## src/rtl/ex_mem_stage_pkg.sv

```systemverilog
// rtl/ex_mem_stage_pkg.sv - shared encodings for the EX/MEM pipeline stage and its test monitor
package ex_mem_stage_pkg;

    // Default width of data, PC and branch-target buses
    localparam int DATA_BUS = 32;

    // Test-state encodings carried on ex_test_state and reported on test_status
    localparam logic [1:0] TEST_NONE = 2'd0;
    localparam logic [1:0] TEST_PASS = 2'd1;
    localparam logic [1:0] TEST_FAIL = 2'd2;
    localparam logic [1:0] TEST_DONE = 2'd3;

    // Test-monitor FSM states; FAILED and DONE are terminal
    typedef enum logic [1:0] {
        ST_RUN    = 2'd0,
        ST_FAILED = 2'd1,
        ST_DONE   = 2'd2
    } mon_state_t;

    // Externally visible status code for a monitor state
    function automatic logic [1:0] status_of(input mon_state_t state);
        case (state)
            ST_FAILED: status_of = TEST_FAIL;
            ST_DONE:   status_of = TEST_DONE;
            default:   status_of = TEST_NONE;
        endcase
    endfunction

endpackage

```

## src/rtl/ex_mem_stage_test_monitor.sv

```systemverilog
// rtl/ex_mem_stage_test_monitor.sv - pass/fail counters and RUN/FAILED/DONE halt FSM
module test_monitor
    import ex_mem_stage_pkg::*;
#(
    parameter int COUNT_WIDTH = 16
) (
    input  logic                   clk,
    input  logic                   rst,
    input  logic                   i_accept,
    input  logic [1:0]             i_test_state,
    output logic [1:0]             o_test_status,
    output logic [COUNT_WIDTH-1:0] o_pass_count,
    output logic [COUNT_WIDTH-1:0] o_fail_count,
    output logic                   o_halted
);

    localparam logic [COUNT_WIDTH-1:0] COUNT_ONE = 1;

    mon_state_t             r_state;
    mon_state_t             w_state_next;
    logic [COUNT_WIDTH-1:0] r_pass_count;
    logic [COUNT_WIDTH-1:0] r_fail_count;
    logic                   w_pass_inc;
    logic                   w_fail_inc;

    // State register
    always_ff @(posedge clk) begin
        if (rst) begin
            r_state <= ST_RUN;
        end else begin
            r_state <= w_state_next;
        end
    end

    // Next state and counter enables; only an accepted instruction in RUN has any effect
    always_comb begin
        w_state_next = r_state;
        w_pass_inc   = 1'b0;
        w_fail_inc   = 1'b0;
        case (r_state)
            ST_RUN: begin
                if (i_accept) begin
                    case (i_test_state)
                        TEST_PASS: w_pass_inc = 1'b1;
                        TEST_FAIL: begin
                            w_fail_inc   = 1'b1;
                            w_state_next = ST_FAILED;
                        end
                        TEST_DONE: w_state_next = ST_DONE;
                        default:   ;
                    endcase
                end
            end
            default: ;
        endcase
    end

    // Saturating pass/fail counters
    always_ff @(posedge clk) begin
        if (rst) begin
            r_pass_count <= '0;
            r_fail_count <= '0;
        end else begin
            if (w_pass_inc && (r_pass_count != '1)) begin
                r_pass_count <= r_pass_count + COUNT_ONE;
            end
            if (w_fail_inc && (r_fail_count != '1)) begin
                r_fail_count <= r_fail_count + COUNT_ONE;
            end
        end
    end

    assign o_halted      = (r_state != ST_RUN);
    assign o_test_status = status_of(r_state);
    assign o_pass_count  = r_pass_count;
    assign o_fail_count  = r_fail_count;

endmodule

```

## src/rtl/ex_mem_stage.sv

```systemverilog
// rtl/ex_mem_stage.sv - EX/MEM pipeline register with branch redirect and test monitor
module ex_mem_stage
    import ex_mem_stage_pkg::*;
#(
    parameter int DATA_WIDTH  = DATA_BUS,
    parameter int COUNT_WIDTH = 16
) (
    input  logic                   clk,
    input  logic                   rst,
    input  logic                   stall,
    input  logic                   flush,
    input  logic                   ex_valid,
    input  logic [DATA_WIDTH-1:0]  ex_pc,
    input  logic [DATA_WIDTH-1:0]  ex_result,
    input  logic                   ex_branch,
    input  logic [DATA_WIDTH-1:0]  ex_branch_target,
    input  logic [1:0]             ex_test_state,
    input  logic [4:0]             ex_dest_reg,
    input  logic                   ex_reg_write,
    input  logic                   ex_mem_read,
    input  logic                   ex_mem_write,
    input  logic [DATA_WIDTH-1:0]  ex_store_data,
    output logic                   mem_valid,
    output logic [DATA_WIDTH-1:0]  mem_pc,
    output logic [DATA_WIDTH-1:0]  mem_result,
    output logic [4:0]             mem_dest_reg,
    output logic                   mem_reg_write,
    output logic                   mem_mem_read,
    output logic                   mem_mem_write,
    output logic [DATA_WIDTH-1:0]  mem_store_data,
    output logic                   redirect_valid,
    output logic [DATA_WIDTH-1:0]  redirect_pc,
    output logic [1:0]             test_status,
    output logic [COUNT_WIDTH-1:0] pass_count,
    output logic [COUNT_WIDTH-1:0] fail_count,
    output logic                   halted
);

    logic                  r_valid;
    logic [DATA_WIDTH-1:0] r_pc;
    logic [DATA_WIDTH-1:0] r_result;
    logic [4:0]            r_dest_reg;
    logic                  r_reg_write;
    logic                  r_mem_read;
    logic                  r_mem_write;
    logic [DATA_WIDTH-1:0] r_store_data;
    logic                  r_redirect_valid;
    logic [DATA_WIDTH-1:0] r_redirect_pc;
    logic                  w_halted;
    logic                  w_accept;

    // Once halted, nothing new enters the stage until reset
    assign w_accept = ex_valid & ~stall & ~flush & ~w_halted;

    // Payload register: flush beats stall; an idle or halted cycle becomes a bubble
    always_ff @(posedge clk) begin
        if (rst || flush || (!stall && !w_accept)) begin
            r_valid      <= 1'b0;
            r_pc         <= '0;
            r_result     <= '0;
            r_dest_reg   <= '0;
            r_reg_write  <= 1'b0;
            r_mem_read   <= 1'b0;
            r_mem_write  <= 1'b0;
            r_store_data <= '0;
        end else if (w_accept) begin
            r_valid      <= 1'b1;
            r_pc         <= ex_pc;
            r_result     <= ex_result;
            r_dest_reg   <= ex_dest_reg;
            r_reg_write  <= ex_reg_write;
            r_mem_read   <= ex_mem_read;
            r_mem_write  <= ex_mem_write;
            r_store_data <= ex_store_data;
        end
    end

    // One-cycle fetch redirect for each accepted taken branch
    always_ff @(posedge clk) begin
        if (rst) begin
            r_redirect_valid <= 1'b0;
            r_redirect_pc    <= '0;
        end else begin
            r_redirect_valid <= w_accept & ex_branch;
            if (w_accept && ex_branch) begin
                r_redirect_pc <= ex_branch_target;
            end
        end
    end

    test_monitor #(
        .COUNT_WIDTH (COUNT_WIDTH)
    ) u_test_monitor (
        .clk           (clk),
        .rst           (rst),
        .i_accept      (w_accept),
        .i_test_state  (ex_test_state),
        .o_test_status (test_status),
        .o_pass_count  (pass_count),
        .o_fail_count  (fail_count),
        .o_halted      (w_halted)
    );

    assign mem_valid      = r_valid;
    assign mem_pc         = r_pc;
    assign mem_result     = r_result;
    assign mem_dest_reg   = r_dest_reg;
    assign mem_reg_write  = r_reg_write;
    assign mem_mem_read   = r_mem_read;
    assign mem_mem_write  = r_mem_write;
    assign mem_store_data = r_store_data;
    assign redirect_valid = r_redirect_valid;
    assign redirect_pc    = r_redirect_pc;
    assign halted         = w_halted;

endmodule

```

## config.mk

```make
export PLATFORM = sky130hd
export DESIGN_NAME = ex_mem_stage
export DESIGN_NICKNAME = d
export VERILOG_FILES = /design/src/rtl/ex_mem_stage_pkg.sv /design/src/rtl/ex_mem_stage_test_monitor.sv /design/src/rtl/ex_mem_stage.sv
export SDC_FILE = /design/constraint.sdc
export NUM_CORES = 1
export LEC_CHECK = 0
export CORE_MARGIN = 1.5
export CORE_UTILIZATION = 36
export DETAILED_ROUTE_END_ITERATION = 12
export PLACE_DENSITY = 0.7
export REMOVE_ABC_BUFFERS = 1
export SLEW_MARGIN = 20
export SYNTH_ARGS = -nofsm -noshare
export SYNTH_HDL_FRONTEND = slang
export SYNTH_SLANG_ARGS = --single-unit
```

## constraint.sdc

```tcl
create_clock -name clk -period 2.5 [get_ports clk]
set_input_delay 0.375 -clock clk [delete_from_list [all_inputs] [get_ports clk]]
set_output_delay 0.375 -clock clk [all_outputs]
set_load 0.1 [all_outputs]
```

==> reports/summary.log <==
qor: route.drt_iter0_drc 263
qor: synthesis.ys_seq_elements 172
qor: synthesis.synthesis.yosys.warnings 0
qor: global_route.maximum_number_of_pins_on_one_net_before_global_route_repair 85
qor: die.die_area 18800 µm²
qor: pwr.p_clk_share 43.4%
qor: layout.area.growth.synth_to_final 56.3%
qor: global_route.groute.usage.overall 21.3%
qor: pwr.switching_power 0.00160 W
qor: cts.post_cts.resized_instances 0
qor: die.placementRows 48
qor: cts.post_cts.repair.setup_buffers 0
qor: sta.slew_headroom 51.3%
qor: die.floorplan.io_pins 317
qor: cts.clock_tree_from_tritoncts yes
qor: synthesis.synthArstFlopShare 0%
qor: synthesis.postSynthAreaPerCell 7.93 µm²
qor: worst_setup_path.cp.arrival 2570 ps
qor: sta.fin_crit_sh 89.2%
qor: pwr.power.ir.vdd_worst 0.456 mV
qor: pwr.power-per-cell-area 612 nW/µm²
qor: outcome.outcome completed
qor: die.core-area 17400 µm²
qor: min_path.timing.hold.worst.start rst
qor: job.max_cap_violations 0
qor: min_path.min_delay_worst_endpoint u_test_monitor.o_fail_count[6]
qor: cts.cts.sinks 172
qor: layout.fin_cells 1355
qor: sta.worst-slew-pin-transition 730 ps
qor: synthesis.syn-cell-area 6470 µm²
qor: layout.final_cell_area 10100 µm²
qor: min_path.hp-class input port to flop
qor: synthesis.seq_area_frac_synth 53.2%
qor: route.wl 21.0 mm
qor: placed_design.hpwl 14.9 mm
qor: worst_setup_path.worstPathCellList inv_1 -> ha_1 -> nand4bb_4 -> or4_1 -> or4_1 -> a21oi_1
qor: route.detail_route.vias_per_cell 4.92
qor: worst_setup_path.setup.worst_path.end_class flop
qor: worst_setup_path.timing.critical_path.buf_inv 1
qor: die.initial_utilization 37.1%
qor: worst_setup_path.r2r_start u_test_monitor.r_state[0]
qor: sta.timing.final.ws_setup 271 ps
qor: global_route.grt_first_pass_wirelength 30.9 mm
qor: placed_design.placed_cells 1323
qor: cts.numCtsBuffers 17
qor: route.drc_errors 0
qor: sta.timing.final.hold_violations 0
qor: placed_design.dpl-instance-area 9510 µm²
qor: pwr.p_leak 3.81 nW
qor: synthesis.synth_cells 816
qor: worst_setup_path.critical-path-max-stage-delay 690 ps
qor: global_route.grt_antenna_before_repair 0
qor: cts.cts.reportedPaths.clkPinSlew 70 ps
qor: global_route.grt_pass1_vias 5853
qor: die.dieWidth 137 µm
qor: pwr.combinationalPowerShare 11.5%
qor: route.routed_length_per_instance 15.5 µm
qor: placed_design.placement.setup.worst_slack 67.8 ps
qor: cts.cts.root.buffer_cell sky130_fd_sc_hd__clkbuf_16
qor: route.ant_nets 0
qor: synthesis.post_synth_num_cell_types 38
qor: sta.max_freq 0.449 GHz
qor: worst_setup_path.r2r_cells 6
qor: layout.final_layout_fill_cell_count 1613
qor: cts.clock_latency_late_sink 420 ps
qor: sta.final.setup_skew 7.97 ps
qor: cts.ctsHtreeMaxLevel 4
qor: pwr.p_int 0.00458 W
qor: worst_setup_path.critPathSlowestCell sky130_fd_sc_hd__or4_1
qor: layout.antenna_diodes 0
qor: cts.ctsLongestPathBuffers 2
qor: sta.worst_hold_slack 404 ps
qor: pwr.power.sequential.fraction 45.0%
qor: synthesis.synth_ff_type sky130_fd_sc_hd__dfxtp_1
qor: layout.fin_nets 1265
qor: min_path.hold_depth 3
qor: die.fp.dieH 137 µm
qor: layout.drive_above_1_share 21.2%
qor: worst_setup_path.critical_path_peak_fanout 8
qor: worst_setup_path.most_numerous_cell_on_the_critical_path sky130_fd_sc_hd__or4_1
qor: layout.finish.utilization 58.0%
qor: worst_setup_path.timing.setup.critical_path_class flop to flop
qor: worst_setup_path.cpLargestDelayFamily simple AND/OR/NAND/NOR gates
qor: pwr.switching_share 25.9%
qor: route.drt_pass1_iterations 4
qor: worst_setup_path.worstSetupStartpointType flop
qor: cts.post_cts_hold_buffer_count 0
qor: worst_setup_path.cp.required 2850 ps
qor: sta.timing.final.setup_violations 0
qor: sta.grt_setup_unrepaired no
qor: worst_setup_path.timing.rr.end u_test_monitor.o_fail_count[13]
qor: synthesis.post_synth_edffs 0
qor: placed_design.globalplace.congestion 0.801
qor: worst_setup_path.r2r_setup_slack 270 ps
qor: sta.final.min_clock_period 2230 ps
qor: placed_design.port-buffer-count 316
qor: sta.timing.final.max_slew_violations 0
qor: global_route.grt-ovfl-total 0
qor: route.vias 6668
## layer usage
metal  track usage [%]  vias up  wire, µm
met5                 0        -         0
met4              7.31        0       392
met3              7.78       22      2020
met2              35.2      248     10300
met1              25.5     3040      8260
li1                  -     3358         -
## worst max-delay path by stage
stage                                    from                               to  slack [ps]  cells past startpoint
global route        u_test_monitor.r_state[0]  u_test_monitor.o_fail_count[11]         140                      6
CTS                 u_test_monitor.r_state[0]  u_test_monitor.o_fail_count[13]         270                      6
detailed placement                   ex_valid   u_test_monitor.o_fail_count[9]          70                      5
floorplan           u_test_monitor.r_state[0]                   redirect_pc[0]       -9550                      6
global placement                     ex_valid   u_test_monitor.o_fail_count[9]          90                      5
finish              u_test_monitor.r_state[0]  u_test_monitor.o_fail_count[13]         270                      6
## Yosys cell counts, drive strengths merged, types with 3 or more instances
cell type,instances,area [µm²]
nand4,9,56.3
or3,9,56.3
a21oi,162,811
dfxtp,172,3440
o21ai,10,50.1
mux2,3,33.8
ha,4,50.1
nor4,7,50.1
and3,4,25.0
nand3,12,60.1
nand2,290,1090
buf,7,30.0
inv,8,30.0
clkbuf,52,195
or4,16,120
nor2b,5,31.3
o31ai,14,105
nor2,8,30.0
## power by group through the flow
stage               Clock, W  Sequential (W)  Combinational (W)
global route         0.00286         0.00279           0.000750
floorplan                  0         0.00306           0.000146
global placement           0         0.00285           0.000712
detailed placement         0         0.00285           0.000711
CTS                  0.00274         0.00279           0.000715
finish               0.00269         0.00279           0.000712
## metrics by stage
stage	power [W]	setup TNS (ps)
after floorplan	0.00321	-1189090
after global placement	0.00356	0
after detailed placement	0.00356	0
after CTS	0.00624	0
after global routing	0.00640	0
final	0.00618	0
## cells by family (layout without fill, tap and decap cells)
family	after synthesis	count (layout)	synth area share, %
buffers and inverters	67	381	3.95
flip-flops	172	172	53.2
AO/OA/AOI/OAI	196	196	16.3
AND/OR/NAND/NOR	373	373	25.1
multiplexers	4	4	0.677
adder cells (fa/ha/maj)	4	4	0.774
## layout by cell type, fill, tap and decap left out, types with 9 or more instances in the layout
cell,instances
sky130_fd_sc_hd__nand2_1,290
sky130_fd_sc_hd__buf_4,195
sky130_fd_sc_hd__dfxtp_1,172
sky130_fd_sc_hd__a21oi_1,162
sky130_fd_sc_hd__clkdlybuf4s50_1,142
sky130_fd_sc_hd__clkbuf_16,17
sky130_fd_sc_hd__or4_1,16
sky130_fd_sc_hd__o31ai_1,14
sky130_fd_sc_hd__nand3_1,12
sky130_fd_sc_hd__o21ai_0,10
sky130_fd_sc_hd__nand4_1,9
## worst register-to-register path: cells and delay by family, from the launching register on
kind	cells	cell delay (ps)
DFF	1	320
AOI/OAI and AO/OA	1	140
adders and majority gates	1	300
buffers and inverters	1	80
and+or+nand+nor	3	1300
## final cells by class
class,count,area (µm²),share of cell area (%)
Clock buffer,19,443,4.38
Multi-Input combinational cell,577,2810,27.8
Tap cell,225,282,2.79
Clock inverter,13,155,1.53
Inverter,8,30.0,0.297
Timing Repair Buffer,341,2950,29.2
Sequential cell,172,3440,34.1
Note: power is estimated with default switching activity, not from simulation.
